## src/rtl/tdm_demux_pkg.sv

```systemverilog
// tdm_demux_pkg: shared widths, FSM state and slot-counter op codes
// for the 4-channel TDM demultiplexer (optional checking: TDM_DEMUX_ERR_EN).
package tdm_demux_pkg;
   localparam int NCH    = 4;
   localparam int SLOT_W = 2;

   typedef enum logic {
      HUNT,
      LOCKED
   } state_t;

   typedef enum logic [1:0] {
      CTR_HOLD,
      CTR_CLR,
      CTR_LOAD1,
      CTR_INC
   } ctr_op_t;
endpackage

```

## src/rtl/tdm_demux_if.sv

```systemverilog
// tdm_demux_if: sample input (in_valid/in_sync/in_data/clr_err) and
// frame output (sel/out_data/out_valid/sync_err); slave = demux side.
interface tdm_demux_if
   import tdm_demux_pkg::*;
#(
   parameter int W = 1
);
   logic              in_valid;
   logic              in_sync;
   logic [W-1:0]      in_data;
   logic              clr_err;
   logic [SLOT_W-1:0] sel;
   logic [NCH*W-1:0]  out_data;
   logic              out_valid;
   logic              sync_err;

   modport master (
      output in_valid, in_sync, in_data, clr_err,
      input  sel, out_data, out_valid, sync_err
   );

   modport slave (
      input  in_valid, in_sync, in_data, clr_err,
      output sel, out_data, out_valid, sync_err
   );
endinterface

```

## src/rtl/tdm_slot_ctr.sv

```systemverilog
// tdm_slot_ctr: 2-bit slot counter with clear, load-to-1 and wrapping
// increment; ports clk, rst_n, op in, slot and last-slot flag out.
module tdm_slot_ctr
   import tdm_demux_pkg::*;
(
   input  logic              clk,
   input  logic              rst_n,
   input  ctr_op_t           op,
   output logic [SLOT_W-1:0] slot,
   output logic              last
);
   always_ff @(posedge clk or negedge rst_n) begin
      if (!rst_n) begin
         slot <= '0;
      end else begin
         unique case (op)
            CTR_CLR:   slot <= '0;
            CTR_LOAD1: slot <= SLOT_W'(1);
            CTR_INC:   slot <= slot + 1'b1;
            default:   slot <= slot;
         endcase
      end
   end

   assign last = (slot == SLOT_W'(NCH - 1));
endmodule

```

## src/rtl/tdm_demux_4.sv

```systemverilog
// tdm_demux_4: reassembles 4 TDM slot samples into a parallel frame; ports
// clk, rst_n, bus (tdm_demux_if.slave). Define TDM_DEMUX_ERR_EN for checking.
module tdm_demux_4
   import tdm_demux_pkg::*;
#(
   parameter int W = 1
)(
   input  logic        clk,
   input  logic        rst_n,
   tdm_demux_if.slave  bus
);
   state_t            state_q;
   state_t            state_d;
   ctr_op_t           ctr_op;
   logic [SLOT_W-1:0] slot;
   logic              last;
   logic              cap_en;
   logic [SLOT_W-1:0] cap_idx;
   logic              done_d;
   logic              done_q;
   logic [W-1:0]      slot_q [NCH];
   logic [NCH*W-1:0]  frame;
   logic [NCH*W-1:0]  out_data_q;
   logic              out_valid_q;
   logic              is_sync;
   logic              is_mid;
   logic              is_miss;
`ifdef TDM_DEMUX_ERR_EN
   logic              err_set;
   logic              sync_err_q;
`endif

   tdm_slot_ctr u_ctr (
      .clk   (clk),
      .rst_n (rst_n),
      .op    (ctr_op),
      .slot  (slot),
      .last  (last)
   );

   always_ff @(posedge clk or negedge rst_n) begin
      if (!rst_n) state_q <= HUNT;
      else        state_q <= state_d;
   end

   assign is_sync = bus.in_sync;
   assign is_mid  = !bus.in_sync && (slot != '0);
   assign is_miss = !bus.in_sync && (slot == '0);

   always_comb begin
      state_d = state_q;
      ctr_op  = CTR_HOLD;
      cap_en  = 1'b0;
      cap_idx = slot;
      done_d  = 1'b0;
`ifdef TDM_DEMUX_ERR_EN
      err_set = 1'b0;
`endif
      if (bus.in_valid) begin
         unique case (state_q)
            HUNT: begin
               if (bus.in_sync) begin
                  cap_en  = 1'b1;
                  cap_idx = '0;
                  ctr_op  = CTR_LOAD1;
                  state_d = LOCKED;
               end
            end
            LOCKED: begin
               unique case (1'b1)
                  // Early sync drops the partial frame: its stale
                  // slots get overwritten before the next copy-out.
                  is_sync: begin
                     cap_en  = 1'b1;
                     cap_idx = '0;
                     ctr_op  = CTR_LOAD1;
`ifdef TDM_DEMUX_ERR_EN
                     err_set = (slot != '0);
`endif
                  end
                  is_mid: begin
                     cap_en = 1'b1;
                     ctr_op = CTR_INC;
                     done_d = last;
                  end
                  is_miss: begin
`ifdef TDM_DEMUX_ERR_EN
                     err_set = 1'b1;
                     ctr_op  = CTR_CLR;
                     state_d = HUNT;
`else
                     cap_en  = 1'b1;
                     cap_idx = '0;
                     ctr_op  = CTR_LOAD1;
`endif
                  end
               endcase
            end
            default: state_d = HUNT;
         endcase
      end
   end

   always_ff @(posedge clk or negedge rst_n) begin
      if (!rst_n) begin
         for (int k = 0; k < NCH; k++) slot_q[k] <= '0;
      end else if (cap_en) begin
         slot_q[cap_idx] <= bus.in_data;
      end
   end

   always_comb begin
      frame = '0;
      for (int k = 0; k < NCH; k++) frame[k*W +: W] = slot_q[k];
   end

   // Copy-out happens one edge after slot 3 lands, so slot 3 is
   // already in the bank and a new slot 0 capture on the same edge
   // cannot corrupt the frame being published.
   always_ff @(posedge clk or negedge rst_n) begin
      if (!rst_n) begin
         done_q      <= 1'b0;
         out_valid_q <= 1'b0;
         out_data_q  <= '0;
      end else begin
         done_q      <= done_d;
         out_valid_q <= done_q;
         if (done_q) out_data_q <= frame;
      end
   end

`ifdef TDM_DEMUX_ERR_EN
   // A new error wins over a same-cycle clear.
   always_ff @(posedge clk or negedge rst_n) begin
      if (!rst_n) sync_err_q <= 1'b0;
      else        sync_err_q <= (sync_err_q & ~bus.clr_err) | err_set;
   end

   assign bus.sync_err = sync_err_q;
`else
   assign bus.sync_err = 1'b0;
`endif

   assign bus.sel       = (state_q == LOCKED) ? slot : '0;
   assign bus.out_data  = out_data_q;
   assign bus.out_valid = out_valid_q;
endmodule

```

## src/flat_wrapper.sv

```systemverilog
// flat-port wrapper written by rule: the top's interface ports become plain ports
module tdm_demux_4_flat import tdm_demux_pkg::*;
#(
   parameter int W = 1
)
  (clk, rst_n, bus_in_valid, bus_in_sync, bus_in_data, bus_clr_err, bus_sel, bus_out_data, bus_out_valid, bus_sync_err);
  tdm_demux_if #(.W(W)) bus_i ();
  input  logic clk;
  input  logic rst_n;
  input wire logic [$bits(bus_i.in_valid)-1:0] bus_in_valid;
  input wire logic [$bits(bus_i.in_sync)-1:0] bus_in_sync;
  input wire logic [$bits(bus_i.in_data)-1:0] bus_in_data;
  input wire logic [$bits(bus_i.clr_err)-1:0] bus_clr_err;
  output wire logic [$bits(bus_i.sel)-1:0] bus_sel;
  output wire logic [$bits(bus_i.out_data)-1:0] bus_out_data;
  output wire logic [$bits(bus_i.out_valid)-1:0] bus_out_valid;
  output wire logic [$bits(bus_i.sync_err)-1:0] bus_sync_err;
  assign bus_i.in_valid = bus_in_valid;
  assign bus_i.in_sync = bus_in_sync;
  assign bus_i.in_data = bus_in_data;
  assign bus_i.clr_err = bus_clr_err;
  assign bus_sel = bus_i.sel;
  assign bus_out_data = bus_i.out_data;
  assign bus_out_valid = bus_i.out_valid;
  assign bus_sync_err = bus_i.sync_err;
  tdm_demux_4 #(.W(W)) u_core (.clk(clk), .rst_n(rst_n), .bus(bus_i));
endmodule
```

## config.mk

```make
export PLATFORM = sky130hd
export DESIGN_NAME = tdm_demux_4_flat
export DESIGN_NICKNAME = d
export VERILOG_FILES = /design/src/rtl/tdm_demux_pkg.sv /design/src/rtl/tdm_demux_if.sv /design/src/rtl/tdm_slot_ctr.sv /design/src/rtl/tdm_demux_4.sv /design/src/flat_wrapper.sv
export SDC_FILE = /design/constraint.sdc
export NUM_CORES = 1
export LEC_CHECK = 0
export CAP_MARGIN = 10
export CORE_MARGIN = 2
export CORE_UTILIZATION = 45
export CTS_CLUSTER_DIAMETER = 50
export DETAILED_ROUTE_END_ITERATION = 16
export PLACE_DENSITY = 0.84
export SYNTH_ARGS = -nofsm -noshare
export SYNTH_HDL_FRONTEND = slang
export SYNTH_SLANG_ARGS = --single-unit
```

## constraint.sdc

```tcl
create_clock -name clk -period 2.2 [get_ports clk]
set_input_delay 0.44 -clock clk [delete_from_list [all_inputs] [get_ports clk]]
set_output_delay 0.44 -clock clk [all_outputs]
set_load 0.01 [all_outputs]
```

==> results_dict.tcl <==
set metrics [dict create \
    wl_um 1160 \
    power_density_nw_per_um2 974 \
    tightest_slew_ns 0.558 \
    min_period_ns 1.90 \
    crit_fanout 8 \
    ir_worst_vdd_v 0.000468 \
    final_cell_mix "dfrtp_1 (13), clkdlybuf4s50_1 (11), inv_1 (4), mux2_2 (4), clkbuf_4 (3)" \
    layout-drive-gt1-share 0.154 \
    avgRoutedWirePerCell_um 14.5 \
    yosys_warnings 0 \
    final_cells 80 \
    rows 13 \
    grt_max_degree 14 \
    mappedNetlistArea_um2 624 \
    crit_slowest_cell "clkdlybuf4s50_1" \
    die_x_um 41.3 \
    clock-root-buffer "clkbuf_4" \
    cts_setup_buffers 0 \
    die_h_um 41.3 \
    grt_pass1_vias 426 \
    io_buffers 11 \
    core_region_area_um2 1300 \
    gp_congestion 0.754 \
    dp_cells 76 \
    worstHoldPathType "reg -> reg" \
    clock_path_buffers 2 \
    timing.fmax_ghz 0.528 \
    max_stage_delay_ns 0.53 \
    worstSetupPathType "reg -> out" \
    clk_latency_ns 0.28 \
    max_cap_viol_count 0 \
    cts_buffers 3 \
    ys_ff_latch 13 \
    syn_to_final_growth_pct 21.8 \
    worstPathCellList "and2_1 > clkdlybuf4s50_1" \
    nNetsFinal 74 \
    drt_iter0_markers 11 \
    rsz0062_at_grt "no" \
    postSynthCellCount 52 \
    grt.total_usage 0.180 \
    fin_skew_ns 0.00746 \
    final_common_cell "dfrtp_1" \
    post_cts_resized 0 \
    dp_hpwl_um 831 \
    critPathLaunchType "flip-flop" \
    ios 14 \
    antenna_found_initial 0 \
    first_pass_iters 5 \
    start_util 0.480 \
    arrival_ns 1.46 \
    max_slew_margin 0.627 \
    setup_viol_count_final 0 \
    hold_viol_final 0 \
    viasPerCell 5.51 \
    cp_top_family "buffers and inverters" \
    h-tree-depth 1 \
    cp_num_buf_inv 1 \
    grt_pass1_wl_um 1790 \
    drc 0 \
    synth_cell_types 27 \
    min_period_over_period 0.861 \
    antenna_left 0 \
    globalRouteOverflowTotal 0 \
    maxSlewViolCount 0 \
    syn_area_per_cell_um2 12.0 \
    tritoncts "done" \
    numClockSinks 13 \
    die-area_um2 1700 \
    worstSetupEndpointType "output pin" \
    clkTransAtPathRegs_ns 0.08 \
    status "finished clean" \
    syn-num-nets 60 \
    setup_tns_ns 0 \
    crit_required_ns 1.76 \
    n_antenna_cell 0 \
    p_leak_nw 0.341 \
    seq_area_frac_synth 0.521 \
    postCtsHoldBufs 0 \
    vias 441 \
]
==> through the flow <==
step | total power, mW | setup WS [ns] | hold slack, ns | instance area [um2] | util
6_report | 0.741 | 0.305 | 0.497 | 761 | 0.585
2_1_floorplan | 0.477 | 0.671 | 0.144 | 624 | -
5_1_grt | 0.794 | 0.234 | 0.511 | 761 | 0.585
3_5_place_dp | 0.599 | 0.257 | 0.485 | 734 | 0.564
3_3_place_gp | 0.580 | 0.287 | 0.466 | 734 | 0.564
4_1_cts | 0.751 | 0.309 | 0.502 | 761 | 0.585
==> cell usage after synthesis <==
master | count | area [um2]
a21o_1 | 1 | 7.51
a21oi_1 | 2 | 10.0
and2_1 | 2 | 12.5
and3_2 | 1 | 7.51
buf_4 | 1 | 7.51
buf_6 | 1 | 11.3
conb_1 | 1 | 3.75
dfrtp_1 | 13 | 325
ha_1 | 2 | 25.0
inv_1 | 4 | 15.0
mux2_1 | 2 | 22.5
mux2_2 | 4 | 45.0
mux2_4 | 1 | 15.0
nand2_1 | 1 | 3.75
nand2b_1 | 2 | 12.5
nand2b_2 | 1 | 8.76
nand3b_1 | 1 | 7.51
nand4_1 | 1 | 6.26
nand4b_1 | 1 | 8.76
nand4bb_1 | 1 | 11.3
nor2_1 | 2 | 7.51
nor2b_1 | 1 | 6.26
nor3_1 | 1 | 5.00
nor4b_1 | 1 | 8.76
o21ai_0 | 2 | 10.0
o41a_1 | 1 | 11.3
o41ai_1 | 1 | 8.76
==> metal layers <==
layer | vias up | GRT usage | wire [um] | part of all wire
li1 | 203 | - | - | -
met1 | 216 | 0.162 | 459 | 0.40
met2 | 17 | 0.316 | 590 | 0.51
met3 | 5 | 0.0815 | 80 | 0.069
met4 | 0 | 0.121 | 26 | 0.022
met5 | - | 0 | 0 | 0
==> flip-flops by register name (all words and copies together), names as in the netlist <==
signal                count
u_core.bus.out_data       4
u_core.frame              4
u_core.u_ctr.slot         2
u_core.bus.out_valid      1
u_core.done_q             1
u_core.state_q            1
==> area by class of cell <==
| cell class | instances | area (um2) |
|---|---|---|
| multi-input cells | 33 | 265 |
| fillers | 123 | 541 |
| repair buffers | 11 | 110 |
| inverters | 4 | 15.0 |
| flip-flops and latches | 13 | 325 |
| well taps | 15 | 18.8 |
| clock buffers | 4 | 26.3 |
==> report_power, final <==
group	leakage, nW	internal, mW	switching (mW)
clock network	0.0150	0.0705	0.0789
registers	0.161	0.308	0.0464
logic	0.165	0.146	0.0907
total	0.341	0.525	0.216
==> path summary, 6_finish.rpt <==
| kind | startpoint | to | slack [ns] | cells past startpoint |
|---|---|---|---|---|
| worst max-delay path | u_core.state_q$_DFFE_PN0P_ | bus_sel[0] | 0.30 | 2 |
| worst min-delay path | u_core.frame[3]$_DFFE_PN0P_ | u_core.frame[3]$_DFFE_PN0P_ | 0.50 | 1 |
| worst max register to register | u_core.u_ctr.slot[0]$_DFFE_PN0P_ | u_core.frame[2]$_DFFE_PN0P_ | 0.47 | 5 |
| worst min register to register | u_core.frame[3]$_DFFE_PN0P_ | u_core.frame[3]$_DFFE_PN0P_ | 0.50 | 1 |
| max in group asynchronous | rst_n | u_core.bus.out_data[1]$_DFFE_PN0P_ | 1.32 | 1 |
| min in group asynchronous | rst_n | u_core.bus.out_data[2]$_DFFE_PN0P_ | 0.51 | 1 |
==> kinds of logic after synthesis <==
kind of cell	share of synthesized area
muxes	0.132
buffers and inverters	0.0541
AOI/OAI and AO/OA	0.0762
adders and majority gates	0.0401
and+or+nand+nor	0.170
other	0.00601
DFF	0.521
(Power assumes the default switching activity.)
